==> src/rtl/uart_pkg.sv <==
// Shared types and constants for the UART receive controller.
package uart_pkg;

  typedef enum logic [2:0] {
    StIdle,
    StArm,
    StCapture,
    StFault,
    StDrain
  } rx_state_e;

  localparam int unsigned DefDivW      = 16;
  localparam int unsigned DefFifoDepth = 4;

  localparam rx_state_e   RstState = StIdle;
  localparam logic [7:0]  RstData  = 8'h00;

endpackage

==> src/rtl/uart_rx_fifo.sv <==
// Small synchronous byte FIFO with wrapping pointers; async active-high reset.
module uart_rx_fifo
  import uart_pkg::*;
#(
  parameter int unsigned DEPTH = DefFifoDepth
) (
  input  logic       clk,
  input  logic       rst,
  input  logic       push,
  input  logic [7:0] wdata,
  input  logic       pop,
  output logic [7:0] rdata,
  output logic       full,
  output logic       empty
);

  localparam int unsigned PtrW = $clog2(DEPTH);
  localparam logic [PtrW:0] FullCount = (PtrW + 1)'(DEPTH);

  logic [PtrW-1:0] wr_ptr_q, rd_ptr_q;
  logic [PtrW:0]   count_q, count_d;
  logic [7:0]      mem_q [DEPTH];
  logic            do_push, do_pop;

  assign full  = (count_q == FullCount);
  assign empty = (count_q == '0);

  // A push while full is accepted only when the head is leaving in the same cycle.
  assign do_pop  = pop & ~empty;
  assign do_push = push & (~full | do_pop);

  // Gated so the output is defined (and zero) while nothing is stored.
  assign rdata = empty ? RstData : mem_q[rd_ptr_q];

  always_comb begin
    count_d = count_q;
    unique case ({do_push, do_pop})
      2'b10:   count_d = count_q + 1'b1;
      2'b01:   count_d = count_q - 1'b1;
      default: count_d = count_q;
    endcase
  end

  always_ff @(posedge clk or posedge rst) begin
    if (rst) begin
      wr_ptr_q <= '0;
      rd_ptr_q <= '0;
      count_q  <= '0;
    end else begin
      count_q <= count_d;
      if (do_push) wr_ptr_q <= wr_ptr_q + 1'b1;
      if (do_pop)  rd_ptr_q <= rd_ptr_q + 1'b1;
    end
  end

  always_ff @(posedge clk) begin
    if (do_push) mem_q[wr_ptr_q] <= wdata;
  end

endmodule

==> src/rtl/uart_rx_ctrl.sv <==
// Sequencing controller for the bit-rate UART receiver: baud enable, arming, byte FIFO, flags.
// Optional counters are enabled by defining UART_RX_CTRL_STATS_EN.
module uart_rx_ctrl
  import uart_pkg::*;
#(
  parameter int unsigned DIV_W      = DefDivW,
  parameter int unsigned FIFO_DEPTH = DefFifoDepth
) (
  input  logic             clk,
  input  logic             rst,
  input  logic             enable,
  input  logic [DIV_W-1:0] baud_div,
  input  logic             clear_flags,
  output logic             baud_tick,
  output logic             rx_ce,
  output logic             rx_rd,
  input  logic [7:0]       rx_data,
  input  logic             rx_rdc,
  input  logic             rx_error,
  output logic [7:0]       m_data,
  output logic             m_valid,
  input  logic             m_ready,
  output logic             frame_err,
  output logic             overrun,
  output logic             busy
`ifdef UART_RX_CTRL_STATS_EN
  ,
  output logic [15:0]      frame_cnt,
  output logic [7:0]       err_cnt,
  output logic [7:0]       ovr_cnt
`endif
);

  rx_state_e        state_q, state_d;
  logic [DIV_W-1:0] div_cnt_q, div_cnt_d;
  logic             rdc_q, err_q;
  logic             rdc_rise, err_rise;
  logic             frame_err_q, frame_err_d;
  logic             overrun_q, overrun_d;
  logic             push, pop, drop, fifo_full, fifo_empty;

  assign rdc_rise = rx_rdc & ~rdc_q;
  assign err_rise = rx_error & ~err_q;

  // Baud counter; >= keeps a lowered divisor from wrapping through the full range.
  always_comb begin
    baud_tick = 1'b0;
    div_cnt_d = '0;
    if (state_q != StIdle) begin
      if (div_cnt_q >= baud_div) baud_tick = 1'b1;
      else div_cnt_d = div_cnt_q + DIV_W'(1);
    end
  end

  always_comb begin
    state_d = state_q;
    unique case (state_q)
      StIdle:    if (enable) state_d = StArm;
      StArm: begin
        if (err_rise)      state_d = StFault;
        else if (rdc_rise) state_d = StCapture;
        else if (!enable)  state_d = StIdle;
      end
      StCapture: state_d = StDrain;
      StFault:   state_d = StDrain;
      StDrain: begin
        if (!rx_rdc && !rx_error) state_d = enable ? StArm : StIdle;
      end
      default:   state_d = StIdle;
    endcase
  end

  assign busy  = (state_q != StIdle);
  assign rx_ce = busy;
  assign rx_rd = busy;

  assign m_valid = ~fifo_empty;
  assign pop     = m_valid & m_ready;
  assign push    = (state_q == StCapture);
  assign drop    = push & fifo_full & ~pop;

  // Set events win over a simultaneous clear.
  assign frame_err_d = (state_q == StFault) | (frame_err_q & ~clear_flags);
  assign overrun_d   = drop | (overrun_q & ~clear_flags);
  assign frame_err   = frame_err_q;
  assign overrun     = overrun_q;

  always_ff @(posedge clk or posedge rst) begin
    if (rst) begin
      state_q     <= RstState;
      div_cnt_q   <= '0;
      rdc_q       <= 1'b0;
      err_q       <= 1'b0;
      frame_err_q <= 1'b0;
      overrun_q   <= 1'b0;
    end else begin
      state_q     <= state_d;
      div_cnt_q   <= div_cnt_d;
      rdc_q       <= rx_rdc;
      err_q       <= rx_error;
      frame_err_q <= frame_err_d;
      overrun_q   <= overrun_d;
    end
  end

  uart_rx_fifo #(
    .DEPTH (FIFO_DEPTH)
  ) u_fifo (
    .clk   (clk),
    .rst   (rst),
    .push  (push),
    .wdata (rx_data),
    .pop   (pop),
    .rdata (m_data),
    .full  (fifo_full),
    .empty (fifo_empty)
  );

`ifdef UART_RX_CTRL_STATS_EN
  logic [15:0] frame_cnt_q;
  logic [7:0]  err_cnt_q, ovr_cnt_q;

  // Counters saturate; a clear discards any event in the same cycle.
  always_ff @(posedge clk or posedge rst) begin
    if (rst) begin
      frame_cnt_q <= '0;
      err_cnt_q   <= '0;
      ovr_cnt_q   <= '0;
    end else if (clear_flags) begin
      frame_cnt_q <= '0;
      err_cnt_q   <= '0;
      ovr_cnt_q   <= '0;
    end else begin
      if (push && !drop && frame_cnt_q != '1) frame_cnt_q <= frame_cnt_q + 1'b1;
      if (state_q == StFault && err_cnt_q != '1) err_cnt_q <= err_cnt_q + 1'b1;
      if (drop && ovr_cnt_q != '1) ovr_cnt_q <= ovr_cnt_q + 1'b1;
    end
  end

  assign frame_cnt = frame_cnt_q;
  assign err_cnt   = err_cnt_q;
  assign ovr_cnt   = ovr_cnt_q;
`endif

endmodule

==> config.mk <==
export PLATFORM = sky130hd
export DESIGN_NAME = uart_rx_ctrl
export DESIGN_NICKNAME = d
export VERILOG_FILES = /design/src/rtl/uart_pkg.sv /design/src/rtl/uart_rx_fifo.sv /design/src/rtl/uart_rx_ctrl.sv
export SDC_FILE = /design/constraint.sdc
export NUM_CORES = 1
export LEC_CHECK = 0
export ABC_CLOCK_PERIOD_IN_PS = 3900
export BUFFER_PORTS_ARGS = -buffer_cell sky130_fd_sc_hd__buf_2
export CAP_MARGIN = 20
export CORE_ASPECT_RATIO = 0.9
export CORE_MARGIN = 2
export CORE_UTILIZATION = 39
export CTS_CLUSTER_SIZE = 25
export DETAILED_ROUTE_END_ITERATION = 6
export GPL_ROUTABILITY_DRIVEN = 1
export HOLD_SLACK_MARGIN = 0.15
export PLACE_DENSITY = 0.6
export SYNTH_ARGS = -nofsm -noshare
export SYNTH_HDL_FRONTEND = slang
export SYNTH_SLANG_ARGS = --single-unit
==> constraint.sdc <==
create_clock -name clk -period 3.9 [get_ports clk]
set_clock_uncertainty 0.05 [all_clocks]
set_input_delay 0.975 -clock clk [delete_from_list [all_inputs] [get_ports clk]]
set_output_delay 0.975 -clock clk [all_outputs]
set_load 0.005 [all_outputs]
Word level (Yosys, flattened, before mapping)

Memory sizes are Yosys's and may differ from the RTL's.
Cells that the tools add are included.

Flip-flop bits (word level): 30
Bits of input ports: 31
Memories kept: 1
RAM bits: 32
Output and inout port bits: 15
Word-level logic and storage cells: 68

Reductions and logical operators: 9
Eq/ne operators: 10
Multiplexer cells: 15
$add $sub $neg: 5
Order comparisons: 1
Bitwise gates (word level): 18

Memories:

| name         | depth | width | read ports | clocked after Yosys merged registers in | wr ports | RTL line           | source |
|---|---|---|---|---|---|---|---|
| u_fifo.mem_q | 4     | 8     | 1          | 0                                       | 1        | uart_rx_fifo.sv:22 | `logic [7:0] mem_q [DEPTH];` |

Operators with widths:

| cell                    | count |
|---|---|
| $mux W16                | 2 |
| $add A16 B1 Y16 const B | 1 |
| $ge A16 B16 Y1          | 1 |
| $mux W3                 | 5 |
| $pmux W3 S4             | 1 |
| $and A1 B1 Y1           | 9 |
| $mux W8                 | 1 |
| $eq A3 B2 Y1 const B    | 2 |
| $eq A3 B3 Y1 const B    | 2 |
| $logic_not A3 Y1        | 2 |
| $not A1 Y1              | 6 |
| $pmux W3 S2             | 1 |
| $mux W1                 | 5 |
| $add A2 B1 Y2 const B   | 2 |
| $ne A2 B2 Y1 const B    | 2 |
| $ne A4 B4 Y1 const B    | 1 |
| $add A3 B1 Y3 const B   | 1 |
| $eq A3 B1 Y1 const B    | 1 |
| $or A1 B1 Y1            | 3 |
| $reduce_and A3 Y1       | 1 |
| $reduce_bool A3 Y1      | 1 |
| $sub A3 B1 Y3 const B   | 1 |
| $eq A2 B1 Y1 const B    | 1 |
| $eq A2 B2 Y1 const B    | 1 |
| other kinds (4)         | 5 |

Depth between registers and ports, before layout

Depth in word-level cells: 8
Gate-level depth with buffers: 8
Mapped depth without buffers: 6

Cells and area by module

Synthesis repeated with hierarchy kept, for this count alone.

Cells, all modules: 266
Area total of the unflattened synthesis: 3241.9 um^2

By module, submodules not included:

| module       | area an instance (um^2) | cells an instance | times used | seq. area each (um^2) |
|---|---|---|---|---|
| uart_rx_fifo | 1729.2                  | 106               | 1          | 1136.1 |
| uart_rx_ctrl | 1512.7                  | 160               | 1          | 575.6 |

Worst setup path after synthesis

No wires, ideal clock.

Path type: in2out
From: in baud_div[13]
To: out baud_tick
Arrival time: 2.247 ns
Data required time: 2.875 ns
Slack: 0.628 ns
Path buffers: 0
Cell stages on the path: 6
Cells stage by stage: inv_1 ha_1 a211o_1 a221oi_2 o311ai_4 o21a_1

Word-level cells in the longest chain between the ends: 3

RTL lines:

| what               | RTL line           | source |
|---|---|---|
| start: declaration | uart_rx_ctrl.sv:12 | `input logic [DIV_W-1:0] baud_div,` |
| $ge A16 B16 Y1     | uart_rx_ctrl.sv:50 | `if (div_cnt_q >= baud_div) baud_tick = 1'b1;` |
| $mux W1            | uart_rx_ctrl.sv:50 |  |
| $mux W1            | uart_rx_ctrl.sv:49 | `if (state_q != StIdle) begin` |
| end: declaration   | uart_rx_ctrl.sv:14 | `output logic baud_tick,` |

No other way between the ends.

Worst setup path after layout

Ends and elaborated chain as after synthesis.

==> summary.txt <==
Outcome
  • Status: finished, final reports clean

Cells and area
  • Area delta synth->final: 16.5%
  • Share of cells above drive strength 1: 0.253
  • Layout Nets: 364
  • Fillers: about 740
  • Final Util: 0.469
  • Antenna diode instance count: 0
  • Non-Filler Instances: a little over 400

Global routing
  • GRT Total Usage: 0.140
  • Wire length of the first global-routing pass: 9890 um
  • Antenna violations before repair: 0
  • Total congestion overflow: 0
  • Largest net degree at the start of global routing: 20
  • Vias in the first global route: 2107

Logic synthesis
  • Syn_area_per_cell: 12.6 um^2
  • Mapped Cells: 260
  • Proportion of synthesized area in mux cells: 0.0586
  • Compound-gate portion of the synthesized area: 0.0716
  • Synth Area in XOR/XNOR: 0.0536
  • Simple-gate area share of the yosys netlist: 0.156
  • Post-Synth Adder-Cell Area: 0.0866
  • Syn nets: 313
  • Register area share after synthesis: 0.524
  • Mapped Area: 3270 um^2
  • Yosys Warn Count: 0
  • Post-synth top flop: edfxtp_1
  • Largest family of logic cells by synthesized area: simple AND/OR/NAND/NOR gates
  • Post-synth EDFFs: 32
  • Async set or reset register ratio after synthesis: 0.484
  • Distinct cells, synth: 50
  • Post-synthesis register bit count: 62

CTS
  • CTS tree: built
  • Setup repair bufs after CTS: 0
  • Clock transition at path regs: 0.07 ns
  • H-tree depth: 3
  • Clock latency on the worst-skew pair: roughly 0.33 ns
  • Num CTS Buffers: 9
  • Clock Sinks: 62
  • Root Driver: clkbuf_8
  • Hold buffers post-CTS: 0
  • CTS resizes: 0
  • Clock Path Buffers: 2

Floorplan
  • Area of the die: 9120 um^2
  • Rows: 31
  • Placeable Area: 8110 um^2
  • Initial Util: 0.403
  • Io pins: 46
  • Die H: slightly above 90 um
  • Die X: 100 um

Route
  • Drt drc: 0
  • Antenna viol nets, final: 0
  • Via density: 5.03
  • Routed vias: 2088
  • Avg WL per Cell: 14.3 um
  • Final WL: between 5000 and 6000 um
  • Drt initial violations: a little over 90
  • Drt pass-1 iters: 4

Timing
  • Setup violators final: 0
  • Final Cycle Share: 0.899
  • Worst-margin pin slew: 0.873 ns
  • Achievable Freq: approximately 290 MHz
  • Hold_ws: slightly below 0.5 ns
  • Final Max Tran Viols: 0
  • Max_slew headroom: 0.416
  • Final hold vios: 0
  • Setup TNS Final: 0 ns
  • RSZ-0062 raised after global routing: no
  • Crit path time final: 3.51 ns

Min path
  • Hold EP: overrun$_DFF_PP0_
  • Min-Delay Startpoint: overrun$_DFF_PP0_
  • Hold Path Depth: 2
  • Worst Hold Class: reg -> reg

Placed design
  • Post-DP HPWL: 4210 um
  • Port bufs: 45
  • Routability cong.: between 0.7 and 0.8
  • Dpl cells: approximately 400

Flow run
  • Max Cap Viol: 0

Power and ir drop
  • Total Power: 2.21 mW
  • Static Leak: 1.66 nW
  • Power density over the cells: between 500 and 600 nW/um^2
  • Max IR drop VDD: ~0.00023 V

Setup path
  • R2R cell count: 5
  • Critical path arrival: 2.48 ns
  • Crit path capture type: output pin
  • CP required: ~2.9 ns
  • CP Launch Type: input pin
  • Reg-to-reg startpoint: div_cnt_q[14]$_DFF_PP0_
  • Worst reg2reg endpoint: div_cnt_q[3]$_DFF_PP0_
  • Critical Path Fanout Max: 2
  • Kind of critical path: in -> out
  • Internal reg-to-reg setup slack: approximately 1.6 ns
logic make-up (layout without fill, tap and decap cells):
family / count (synthesis) / count (layout)
AND/OR/NAND/NOR: 87 / 87
flip-flops: 62 / 62
buffers and inverters: 36 / 92
AO/OA/AOI/OAI: 24 / 24
adder cells (fa/ha/maj): 22 / 22
XOR/XNOR: 20 / 20
multiplexers: 9 / 9
registers in the layout, indices dropped and copies added, names as in the netlist:
register,cells
u_fifo.rd_ptr_q,2
u_fifo.count_q,3
div_cnt_q,16
u_fifo.wr_ptr_q,2
u_fifo.mem_q,32
overrun,1
rdc_q,1
state_q,3
frame_err,1
err_q,1
through the flow:
step	worst slack, ns	area, um^2
after floorplan	0.628	3270
after global placement	0.413	3580
after detailed placement	0.389	3580
after CTS	0.385	3800
after global routing	0.273	3800
final	0.394	3800
area by class of cell:
cell class	count	area, um^2	share of cell area
repair buffers	48	248	0.0651
inverters	28	105	0.0276
well taps	99	124	0.0326
clock inverters	7	97.6	0.0257
multi-input cells	162	1390	0.366
flip-flops and latches	62	1710	0.450
clock buffers	9	124	0.0326
cells in the final DEF (no fill, tap or decap), drive strengths merged, types with 2 or more instances in the layout:
master | netlist | layout
bufinv | 0 | 2
clkbuf | 2 | 9
and4 | 3 | 3
nand4 | 5 | 5
nor2 | 4 | 4
mux4 | 8 | 8
o21ai | 3 | 3
clkinv | 0 | 2
edfxtp | 32 | 32
xor2 | 6 | 6
nor4 | 6 | 6
buf | 6 | 48
ha | 21 | 21
inv | 28 | 29
xnor2 | 14 | 14
nand3 | 10 | 10
a21o | 2 | 2
dfrtp | 30 | 30
o21a | 3 | 3
clkinvlp | 0 | 2
nand3b | 3 | 3
nor3 | 20 | 20
and2 | 2 | 2
nand2 | 12 | 12
nor2b | 11 | 11
a21oi | 4 | 4
a221oi | 2 | 2
and3 | 4 | 4
report_power, final:
part	switching, mW	internal, mW
sequential	0.145	0.780
clock	0.265	0.362
combinational	0.311	0.343
worst max-delay path, stage by stage:
cell and delay [ns]:
buf_2 0.08, inv_1 0.03, ha_1 0.29, a211o_1 0.27, a221oi_2 0.34, o311ai_4 0.17
o21a_1 0.20, buf_2 0.12
worst max path at each step:
stage | startpoint | end | slack [ns] | cells after the start
5_1_grt | baud_div[5] | baud_tick | 0.27 | 8
4_1_cts | baud_div[13] | baud_tick | 0.39 | 8
3_3_place_gp | baud_div[13] | baud_tick | 0.41 | 8
6_report | baud_div[13] | baud_tick | 0.39 | 8
2_1_floorplan | baud_div[13] | baud_tick | 0.63 | 6
3_5_place_dp | baud_div[13] | baud_tick | 0.39 | 8
synthesized netlist by cell type (all sizes together), types with 8 or more instances:
cell type | n | area (um^2)
dfrtp | 30 | 751
nand3 | 10 | 62.6
mux4 | 8 | 180
nor3 | 20 | 100
inv | 28 | 105
xnor2 | 14 | 123
edfxtp | 32 | 961
nor2b | 11 | 68.8
nand2 | 12 | 45.0
ha | 21 | 263
per-layer routing:
metal	vias to the layer above	routed length [um]	global-route usage
met1	994	2970	0.197
met3	5	178	0.0410
met4	0	62	0.0411
met5	-	0	0
met2	32	2710	0.209
li1	1057	-	-
No activity file was read; power rests on OpenSTA's default activity.
